--- config.mk ---
export PLATFORM = sky130hd
export DESIGN_NAME = spi_cmd_sequencer
export DESIGN_NICKNAME = d
export VERILOG_FILES = /design/src/rtl/spi_cmd_sequencer_pkg.sv /design/src/rtl/spi_cmd_sequencer_edge.sv /design/src/rtl/spi_cmd_sequencer.sv
export SDC_FILE = /design/constraint.sdc
export NUM_CORES = 1
export LEC_CHECK = 0
export ABC_AREA = 1
export ABC_CLOCK_PERIOD_IN_PS = 3900
export CELL_PAD_IN_SITES_DETAIL_PLACEMENT = 2
export CELL_PAD_IN_SITES_GLOBAL_PLACEMENT = 2
export CORE_UTILIZATION = 25
export DETAILED_ROUTE_END_ITERATION = 10
export GPL_TIMING_DRIVEN = 0
export HOLD_SLACK_MARGIN = 0.05
export PLACE_DENSITY_LB_ADDON = 0.1
export SETUP_SLACK_MARGIN = 0.2
export SLEW_MARGIN = 5
export SYNTH_ARGS = -nofsm -noshare
export SYNTH_HDL_FRONTEND = slang
export SYNTH_SLANG_ARGS = --single-unit
--- constraint.sdc ---
create_clock -name clk -period 3.9 [get_ports clk]
set_clock_uncertainty 0.1 [all_clocks]
set_input_delay 0.975 -clock clk [delete_from_list [all_inputs] [get_ports clk]]
set_output_delay 0.975 -clock clk [all_outputs]
set_load 0.02 [all_outputs]
--- src/rtl/spi_cmd_sequencer_pkg.sv ---
//------------------------------------------------------------------------------
// spi_cmd_sequencer_pkg
// Shared opcodes, FSM states, header field positions and flag indices.
// Rev 1.0
//------------------------------------------------------------------------------
`default_nettype none

package spi_cmd_sequencer_pkg;

   localparam logic [7:0] OP_NOP    = 8'h00;
   localparam logic [7:0] OP_WRITE  = 8'h01;
   localparam logic [7:0] OP_READ   = 8'h02;
   localparam logic [7:0] OP_STATUS = 8'h03;

   localparam logic [7:0] MAGIC_DEFAULT = 8'h5A;

   localparam int HDR_OPC_LSB  = 56;
   localparam int HDR_ADDR_LSB = 48;
   localparam int HDR_CNT_LSB  = 40;

   localparam int FLG_OVERRUN = 3;
   localparam int FLG_BAD_OP  = 2;
   localparam int FLG_ABORT   = 1;

   typedef enum logic [2:0] {
      S_IDLE       = 3'd0,
      S_WR_DATA    = 3'd1,
      S_WR_REQ     = 3'd2,
      S_RD_REQ     = 3'd3,
      S_RD_WAIT    = 3'd4,
      S_ERROR      = 3'd5,
      S_ABORT_WAIT = 3'd6
   } state_t;

endpackage

`default_nettype wire

--- src/rtl/spi_cmd_sequencer_edge.sv ---
//------------------------------------------------------------------------------
// spi_cmd_sequencer_edge
// Rising-edge detector: one registered copy, single-cycle pulse per edge.
// Rev 1.0
//------------------------------------------------------------------------------
`default_nettype none

module spi_cmd_sequencer_edge (
   input  logic clk,
   input  logic resetn,
   input  logic sig_in,
   output logic rise
);

   logic r_prev;

   always_ff @(posedge clk) begin
      if (!resetn) r_prev <= 1'b0;
      else         r_prev <= sig_in;
   end

   assign rise = sig_in & ~r_prev;

endmodule

`default_nettype wire

--- src/rtl/spi_cmd_sequencer.sv ---
//------------------------------------------------------------------------------
// spi_cmd_sequencer
// Decodes SPI command headers and sequences register reads/writes via req/ack.
// Rev 1.0
//------------------------------------------------------------------------------
`default_nettype none

module spi_cmd_sequencer
   import spi_cmd_sequencer_pkg::*;
#(
   parameter int         WORD_BITS = 64,
   parameter int         ADDR_BITS = 8,
   parameter logic [7:0] MAGIC     = MAGIC_DEFAULT
) (
   input  logic                 clk,
   input  logic                 resetn,
   input  logic                 cs_n,
   input  logic                 word_valid,
   input  logic [WORD_BITS-1:0] word_in,
   output logic [WORD_BITS-1:0] word_out,
   output logic                 reg_req,
   output logic                 reg_we,
   output logic [ADDR_BITS-1:0] reg_addr,
   output logic [WORD_BITS-1:0] reg_wdata,
   input  logic                 reg_ack,
   input  logic [WORD_BITS-1:0] reg_rdata,
   output logic                 busy,
   output logic [3:0]           flags
);

   state_t               r_state, w_state_nx;
   logic [ADDR_BITS-1:0] r_addr, w_addr_nx;
   logic [7:0]           r_count, w_count_nx;
   logic [WORD_BITS-1:0] r_wdata, w_wdata_nx;
   logic [WORD_BITS-1:0] r_word_out, w_word_out_nx;
   logic                 r_we, w_we_nx;
   logic                 r_req, w_req_nx;
   logic [3:0]           r_flags, w_flags_nx;
   logic [7:0]           r_last_op, w_last_op_nx;
   logic                 w_load_status;
   logic                 w_word_rise, w_cs_rise, w_ev, w_cs_abort;
   logic [7:0]           w_opcode, w_hdr_cnt;

   spi_cmd_sequencer_edge u_word_edge (
      .clk    (clk),
      .resetn (resetn),
      .sig_in (word_valid),
      .rise   (w_word_rise)
   );

   spi_cmd_sequencer_edge u_cs_edge (
      .clk    (clk),
      .resetn (resetn),
      .sig_in (cs_n),
      .rise   (w_cs_rise)
   );

   function automatic logic [WORD_BITS-1:0] status_word(input logic [7:0] op,
                                                        input logic [3:0] flg);
      status_word = {MAGIC, op, 4'b0000, flg, {(WORD_BITS-24){1'b0}}};
   endfunction

   assign w_ev       = w_word_rise & ~cs_n;
   assign w_opcode   = word_in[HDR_OPC_LSB +: 8];
   assign w_hdr_cnt  = word_in[HDR_CNT_LSB +: 8];
   // ABORT_WAIT is already unwinding an abort, so a second edge there is moot.
   assign w_cs_abort = w_cs_rise && (r_state != S_IDLE) && (r_state != S_ABORT_WAIT);

   always_ff @(posedge clk) begin
      if (!resetn) begin
         r_state    <= S_IDLE;
         r_addr     <= '0;
         r_count    <= '0;
         r_wdata    <= '0;
         r_we       <= 1'b0;
         r_req      <= 1'b0;
         r_flags    <= '0;
         r_last_op  <= '0;
         r_word_out <= status_word(8'h00, 4'b0000);
      end else begin
         r_state    <= w_state_nx;
         r_addr     <= w_addr_nx;
         r_count    <= w_count_nx;
         r_wdata    <= w_wdata_nx;
         r_we       <= w_we_nx;
         r_req      <= w_req_nx;
         r_flags    <= w_flags_nx;
         r_last_op  <= w_last_op_nx;
         r_word_out <= w_word_out_nx;
      end
   end

   always_comb begin
      w_state_nx    = r_state;
      w_addr_nx     = r_addr;
      w_count_nx    = r_count;
      w_wdata_nx    = r_wdata;
      w_we_nx       = r_we;
      w_req_nx      = r_req;
      w_flags_nx    = r_flags;
      w_last_op_nx  = r_last_op;
      w_word_out_nx = r_word_out;
      w_load_status = 1'b0;

      if (w_cs_abort) begin
         w_flags_nx[FLG_ABORT] = 1'b1;
         w_load_status         = 1'b1;
         // A request in flight is never withdrawn; an ack this cycle completes it.
         if (r_req && !reg_ack) begin
            w_state_nx = S_ABORT_WAIT;
         end else begin
            w_state_nx = S_IDLE;
            w_req_nx   = 1'b0;
         end
      end else begin
         case (r_state)
            S_IDLE: begin
               if (w_ev) begin
                  w_last_op_nx = w_opcode;
                  case (w_opcode)
                     OP_NOP: w_load_status = 1'b1;
                     OP_STATUS: begin
                        w_word_out_nx = status_word(w_opcode, r_flags);
                        w_flags_nx    = '0;
                     end
                     OP_WRITE: begin
                        w_addr_nx  = word_in[HDR_ADDR_LSB +: ADDR_BITS];
                        w_count_nx = (w_hdr_cnt == 8'd0) ? 8'd1 : w_hdr_cnt;
                        w_state_nx = S_WR_DATA;
                     end
                     OP_READ: begin
                        w_addr_nx  = word_in[HDR_ADDR_LSB +: ADDR_BITS];
                        w_count_nx = (w_hdr_cnt == 8'd0) ? 8'd1 : w_hdr_cnt;
                        w_we_nx    = 1'b0;
                        w_req_nx   = 1'b1;
                        w_state_nx = S_RD_REQ;
                     end
                     default: begin
                        w_flags_nx[FLG_BAD_OP] = 1'b1;
                        w_load_status          = 1'b1;
                        w_state_nx             = S_ERROR;
                     end
                  endcase
               end
            end
            S_WR_DATA: begin
               if (w_ev) begin
                  w_wdata_nx = word_in;
                  w_we_nx    = 1'b1;
                  w_req_nx   = 1'b1;
                  w_state_nx = S_WR_REQ;
               end
            end
            S_WR_REQ: begin
               if (reg_ack) begin
                  w_req_nx   = 1'b0;
                  w_addr_nx  = r_addr + 1'b1;
                  w_count_nx = r_count - 8'd1;
                  w_state_nx = (r_count == 8'd1) ? S_IDLE : S_WR_DATA;
               end
            end
            S_RD_REQ: begin
               if (w_ev) w_flags_nx[FLG_OVERRUN] = 1'b1;
               if (reg_ack) begin
                  w_word_out_nx = reg_rdata;
                  w_req_nx      = 1'b0;
                  w_addr_nx     = r_addr + 1'b1;
                  w_count_nx    = r_count - 8'd1;
                  w_state_nx    = (r_count == 8'd1) ? S_IDLE : S_RD_WAIT;
               end
            end
            S_RD_WAIT: begin
               if (w_ev) begin
                  w_req_nx   = 1'b1;
                  w_state_nx = S_RD_REQ;
               end
            end
            S_ABORT_WAIT: begin
               if (reg_ack) begin
                  w_req_nx   = 1'b0;
                  w_state_nx = S_IDLE;
               end
            end
            default: ;
         endcase
      end

      if (w_load_status) w_word_out_nx = status_word(w_last_op_nx, w_flags_nx);
   end

   assign word_out  = r_word_out;
   assign reg_req   = r_req;
   assign reg_we    = r_we;
   assign reg_addr  = r_addr;
   assign reg_wdata = r_wdata;
   assign busy      = (r_state != S_IDLE);
   assign flags     = r_flags;

endmodule

`default_nettype wire
# ---- Word level (Yosys, flattened, before mapping)
# Index checks and enable logic that the tools add are counted.
dict set report classes {
  n_addsub 2
  eq_ne 32
  mux 54
  bitwise 8
  reduce_logical 29
}
# cell count
set op_table {}
lappend op_table {{$mux W64} 3}
lappend op_table {{$pmux W64 S2} 1}
lappend op_table {{$mux W56} 2}
lappend op_table {{$mux W8} 10}
lappend op_table {{$pmux W8 S2} 2}
lappend op_table {{$mux W3} 10}
lappend op_table {{$ne A3 B3 Y1 const B} 10}
lappend op_table {{$reduce_and A5 Y1} 4}
lappend op_table {{$pmux W3 S6} 1}
lappend op_table {{$mux W1} 17}
lappend op_table {{$eq A8 B1 Y1 const B} 2}
lappend op_table {{$eq A8 B2 Y1 const B} 2}
lappend op_table {{$logic_not A8 Y1} 2}
lappend op_table {{$ne A2 B2 Y1 const B} 6}
lappend op_table {{$reduce_or A2 Y1} 5}
lappend op_table {{$pmux W3 S3} 1}
lappend op_table {{$reduce_or A3 Y1} 3}
lappend op_table {{$add A8 B1 Y8 const B} 1}
lappend op_table {{$reduce_and A8 Y1} 1}
lappend op_table {{$sub A8 B1 Y8 const B} 1}
lappend op_table {{$reduce_bool A7 Y1} 1}
lappend op_table {{$eq A3 B2 Y1 const B} 2}
lappend op_table {{$eq A3 B3 Y1 const B} 2}
lappend op_table {{$ne A2 B1 Y1 const B} 3}
lappend op_table {{other kinds (17)} 33}
dict set report totals {
  regBits 163
  input_bits 133
  output_inout_bits 143
  elab_cells 137
}

# ---- Depth between registers and ports, before layout
dict set report depth {
  ltp_word 8
  ltp_mapped 12
  ltp_nobuf 11
}

# ---- Modules after synthesis
# Synthesis repeated with hierarchy kept, for this count alone.
dict set report unflattened {
  hier_cells 1025
  hier_area_um2 7218.2
}
# mod n_inst cells_each area_per_inst_um2 seq_area_each_um2
set modules_own_cells {}
lappend modules_own_cells {spi_cmd_sequencer 1 1015 7143.1 3223.1}
lappend modules_own_cells {spi_cmd_sequencer_edge 2 5 37.5 20.0}

# ---- Least setup slack after synthesis
# No wires, ideal clock.
dict set report synth_path {
  path_type {input port to flip-flop}
  start {input port word_in[62]}
  end {register r_word_out[27], in the netlist word_out[27]}
  setup_ps 70
  arrival_time_ps 2124
  required_time_ps 3730
  slack_ps 1605
  path_stages 9
  n_path_buf 2
  cell_sequence {nor2_1 -> nand2_1 -> nor2_1 -> nor2_1 -> nor2_2 -> buf_4 -> buf_4 -> nand4_1 -> a21oi_1}
}
dict set report synth_between {
  elab_chain_cells 7
  elab_cells_between_ends 11
  cone_classes {eq/ne: 4; mux: 4; reduce/logical: 3}
}
# item line
set synth_rtl {}
lappend synth_rtl {{start, declared} spi_cmd_sequencer.sv:19} ;# input logic [WORD_BITS-1:0] word_in,
lappend synth_rtl {{$eq A8 B2 Y1 or $eq A8 B1 Y1 (tied branches)} spi_cmd_sequencer.sv:120} ;# case (w_opcode)
lappend synth_rtl {{$reduce_or A3 Y1 (no line)} n/a}
lappend synth_rtl {{$mux W1} spi_cmd_sequencer.sv:120}
lappend synth_rtl {{$mux W1} spi_cmd_sequencer.sv:118} ;# if (w_ev) begin
lappend synth_rtl {{$mux W1} spi_cmd_sequencer.sv:116} ;# case (r_state)
lappend synth_rtl {{$mux W1} spi_cmd_sequencer.sv:105} ;# if (w_cs_abort) begin
lappend synth_rtl {{$reduce_or A2 Y1 (no line)} n/a}
lappend synth_rtl {{end signal, assigned} spi_cmd_sequencer.sv:79} ;# r_word_out <= status_word(8'h00, 4'b0000);
lappend synth_rtl {{end signal, assigned} spi_cmd_sequencer.sv:89} ;# r_word_out <= w_word_out_nx;
lappend synth_rtl {{end, declared} spi_cmd_sequencer.sv:35} ;# logic [WORD_BITS-1:0] r_word_out, w_word_out_nx;
# Parallel ways exist; a longest one is shown, timed or not.
# A chain may end at the register's enable or synchronous reset.

# ---- Worst setup path in the final report
dict set report layout_path {
  start {input port word_in[58]}
  end {register r_word_out[29], in the netlist word_out[29]}
}
# Same word-level chain as after synthesis.

==> metrics.csv <==
metric;value;unit
tightest_slew;0.786;ns
p_leak;4.32;nW
wl;30100;um
finalCriticalPeriod;2.97;ns
worstSkewPairLatency;0.44;ns
initial_core_util;0.255;
internal_power;0.00386;W
grt-ovfl-total;0;
worstPathRequired;4.16;ns
outcome;finished, final reports clean;
antenna_left;0;
rr_worst_depth;8;
synthFlopType;dfxtp_1;
synth_seq_area_share;0.461;
crit_start;word_in[58];
whs;0.362;ns
regToRegStartpoint;r_state[1];
cts_tree;built;
endpoint_kind;flop;
slew_violations;0;
antenna_found_initial;0;
crit_chain;clkdlybuf4s50_1 -> nor2_1 -> nand2_1 -> nor2_1 -> nor2_1 -> nor2_2 -> buf_4 -> buf_4 -> nand4_1 -> a21oi_1;
power.share.sequential;0.315;
dr.pass1.iters;4;
first_iter_violations;295;
grt_pass1_wl;46900;um
clockPowerShare;0.273;
fin_crit_sh;0.761;
fp.dieW;170;um
hold_buffers;0;
switchingPower;0.00271;W
cts_resized;0;
cts.sinks;163;
synth_seq_cells;163;
powerDensity;603;mW/mm^2
regArea;0.00326;mm^2
rsz0062_at_grt;no;
hold_start;word_out[47];
synth_edf_count;0;
criticalPathCategory;primary input to flop;
endpoint;word_out[29];
wire_per_inst;17.9;um
yosysWarnings;0;
synth-async-reset-ratio;0;
arrival;3.23;ns
max_stage_delay;0.42;ns
path_depth;10;
gp_congestion;0.774;
place_area;0.0103;mm^2
vias;7914;
clockBufferDepth;2;
fp-row-count;61;
drcViolationCount;0;
power;0.00657;W
cts-buffers-inserted;17;
hold_violations;0;
finalInstanceArea;0.0109;mm^2
dieHeight;170;um
grt_max_degree;17;
grt_pass1_vias;8595;
post_cts.repair.setup_buffers;0;
maxCapViolations;0;
nFillCells;3270;
syn_area_per_cell;7.11;um^2
p_sw_frac;0.412;
irDropWorstVdd;209;uV
core-area;0.0278;mm^2
io_pins;276;
cts_root_buf;clkbuf_16;
synthCells;996;
synthToLayoutAreaGrowth;54.1;%
reg2reg_slack;1.71;ns
drive_gt1_frac;0.0684;
r2r-end;reg_wdata[32];
crit_fanout;10;
finalWorstSetupSlack;0.933;ns
diodes;0;
vias_per_cell;4.71;
cts.clk_slew.worst_paths;0.07;ns
crit_top_cell;nor2_1;
netlist_area;0.00708;mm^2
power_frac_comb;0.412;
finalSetupViolCount;0;
cts_htree_levels;4;
grtUsageTotal;0.210;
fin_nets;1425;
die_area;0.0290;mm^2
hold_class;flop to flop;
pre_cts_slack;0.467;ns
hpwl;22900;um
cpLargestDelayFamily;simple AND/OR/NAND/NOR gates;
slowest_stage;clkdlybuf4s50_1;
fmax;337;MHz
relSlewSlack;0.476;
synth_nets;1132;
multi_input_area;0.00320;mm^2
path_buf_inv;3;
crit_path_start_kind;primary input;
synthDistinctLibCells;33;
io_buffers;274;
tns;0;ns
-- cell usage after synthesis (2+ instances only) --
cell | instances | share of area
or2_2 | 3 | 0.0027
buf_6 | 6 | 0.0095
nand2_4 | 2 | 0.0032
inv_2 | 5 | 0.0027
nand3_2 | 2 | 0.0028
o211ai_1 | 4 | 0.0042
clkbuf_1 | 32 | 0.017
inv_1 | 65 | 0.034
o21ai_0 | 109 | 0.077
nor2_2 | 5 | 0.0044
nand3_1 | 40 | 0.028
buf_4 | 6 | 0.0064
nand2_2 | 3 | 0.0027
buf_2 | 19 | 0.013
nand2_1 | 187 | 0.099
o21ai_1 | 10 | 0.0071
nand4_1 | 55 | 0.049
dfxtp_1 | 163 | 0.46
buf_1 | 2 | 0.0011
a21oi_1 | 86 | 0.061
ha_1 | 3 | 0.0053
nor2_1 | 177 | 0.094
inv_4 | 2 | 0.0018
-- final cells by class --
type	instances	share of cell area
plain buffers	65	0.0308
clock buffers	18	0.0403
clock inverters	14	0.0157
inverters	73	0.0257
multi-input cells	695	0.293
flip-flops and latches	163	0.299
well taps	378	0.0434
repair buffers	274	0.252
-- power by group through the flow --
stage	Clock (W)	Combinational [W]	Sequential (W)
global route	0.00191	0.00300	0.00211
CTS	0.00185	0.00276	0.00208
global placement	0	0.00268	0.00210
finish	0.00179	0.00271	0.00207
floorplan	0	0.00143	0.00228
detailed placement	0	0.00273	0.00211
-- tightest hold or removal path, cell delays in order (launching register included) --
cell and delay (ns):
dfxtp_1 0.31, nand2_1 0.06, a21oi_1 0.05
-- metal layers --
layer	wire (um)	vias to the layer above	GRT usage	share of wire
met5	0	-	0	0
met4	479	0	0.0560	0.016
met3	2220	26	0.0681	0.074
met2	14300	222	0.362	0.48
met1	13100	3813	0.249	0.43
li1	-	3853	-	-
-- layout by cell type (no fill, tap or decap), drive strengths merged --
cell type | netlist | final
o21a | 1 | 1
clkinv | 1 | 5
ha | 3 | 3
bufinv | 0 | 2
a22oi | 1 | 1
o21ai | 119 | 119
xor2 | 1 | 1
o211ai | 4 | 4
nand3 | 42 | 42
clkbuf | 32 | 50
nor3 | 1 | 1
nor2 | 184 | 184
a31oi | 1 | 1
nand2 | 192 | 192
dfxtp | 163 | 163
a31o | 1 | 1
nand4 | 55 | 55
or2 | 3 | 3
a21oi | 86 | 86
clkdlybuf4s50 | 0 | 274
o21bai | 1 | 1
inv | 72 | 78
clkinvlp | 0 | 2
buf | 33 | 33
-- through the flow --
stage	std cells	utilization
finish	1680	0.392
floorplan	996	-
global placement	1648	0.370
detailed placement	1648	0.370
global route	1680	0.392
CTS	1680	0.392
-- worst min-delay path by stage --
stage / endpoint / depth (start not counted) / slack [ns]
final: word_out[47] / 2 / 0.36
after global routing: word_out[38] / 2 / 0.38
after CTS: word_out[30] / 2 / 0.37
after detailed placement: word_out[17] / 2 / 0.35
after global placement: word_out[22] / 2 / 0.35
after floorplan: r_count[5] / 2 / 0.36
-- registers in the layout, indices dropped and copies added (netlist names) --
signal / cells
flags: 4
r_count: 8
r_last_op: 8
r_state: 3
reg_addr: 8
reg_req: 1
reg_wdata: 64
reg_we: 1
u_cs_edge.r_prev: 1
u_word_edge.r_prev: 1
word_out: 64
-- cell families (layout without fill, tap and decap cells) --
kind of cell    Yosys count  count (layout)  share of synthesized area
xor+xnor                  1               1                    0.00124
compound gates          214             214                      0.155
buf+inv                 138             444                     0.0870
simple gates            477             477                      0.291
fa+ha+maj                 3               3                    0.00530
flops                   163             163                      0.461
Note: power is estimated with default switching activity, not from simulation.
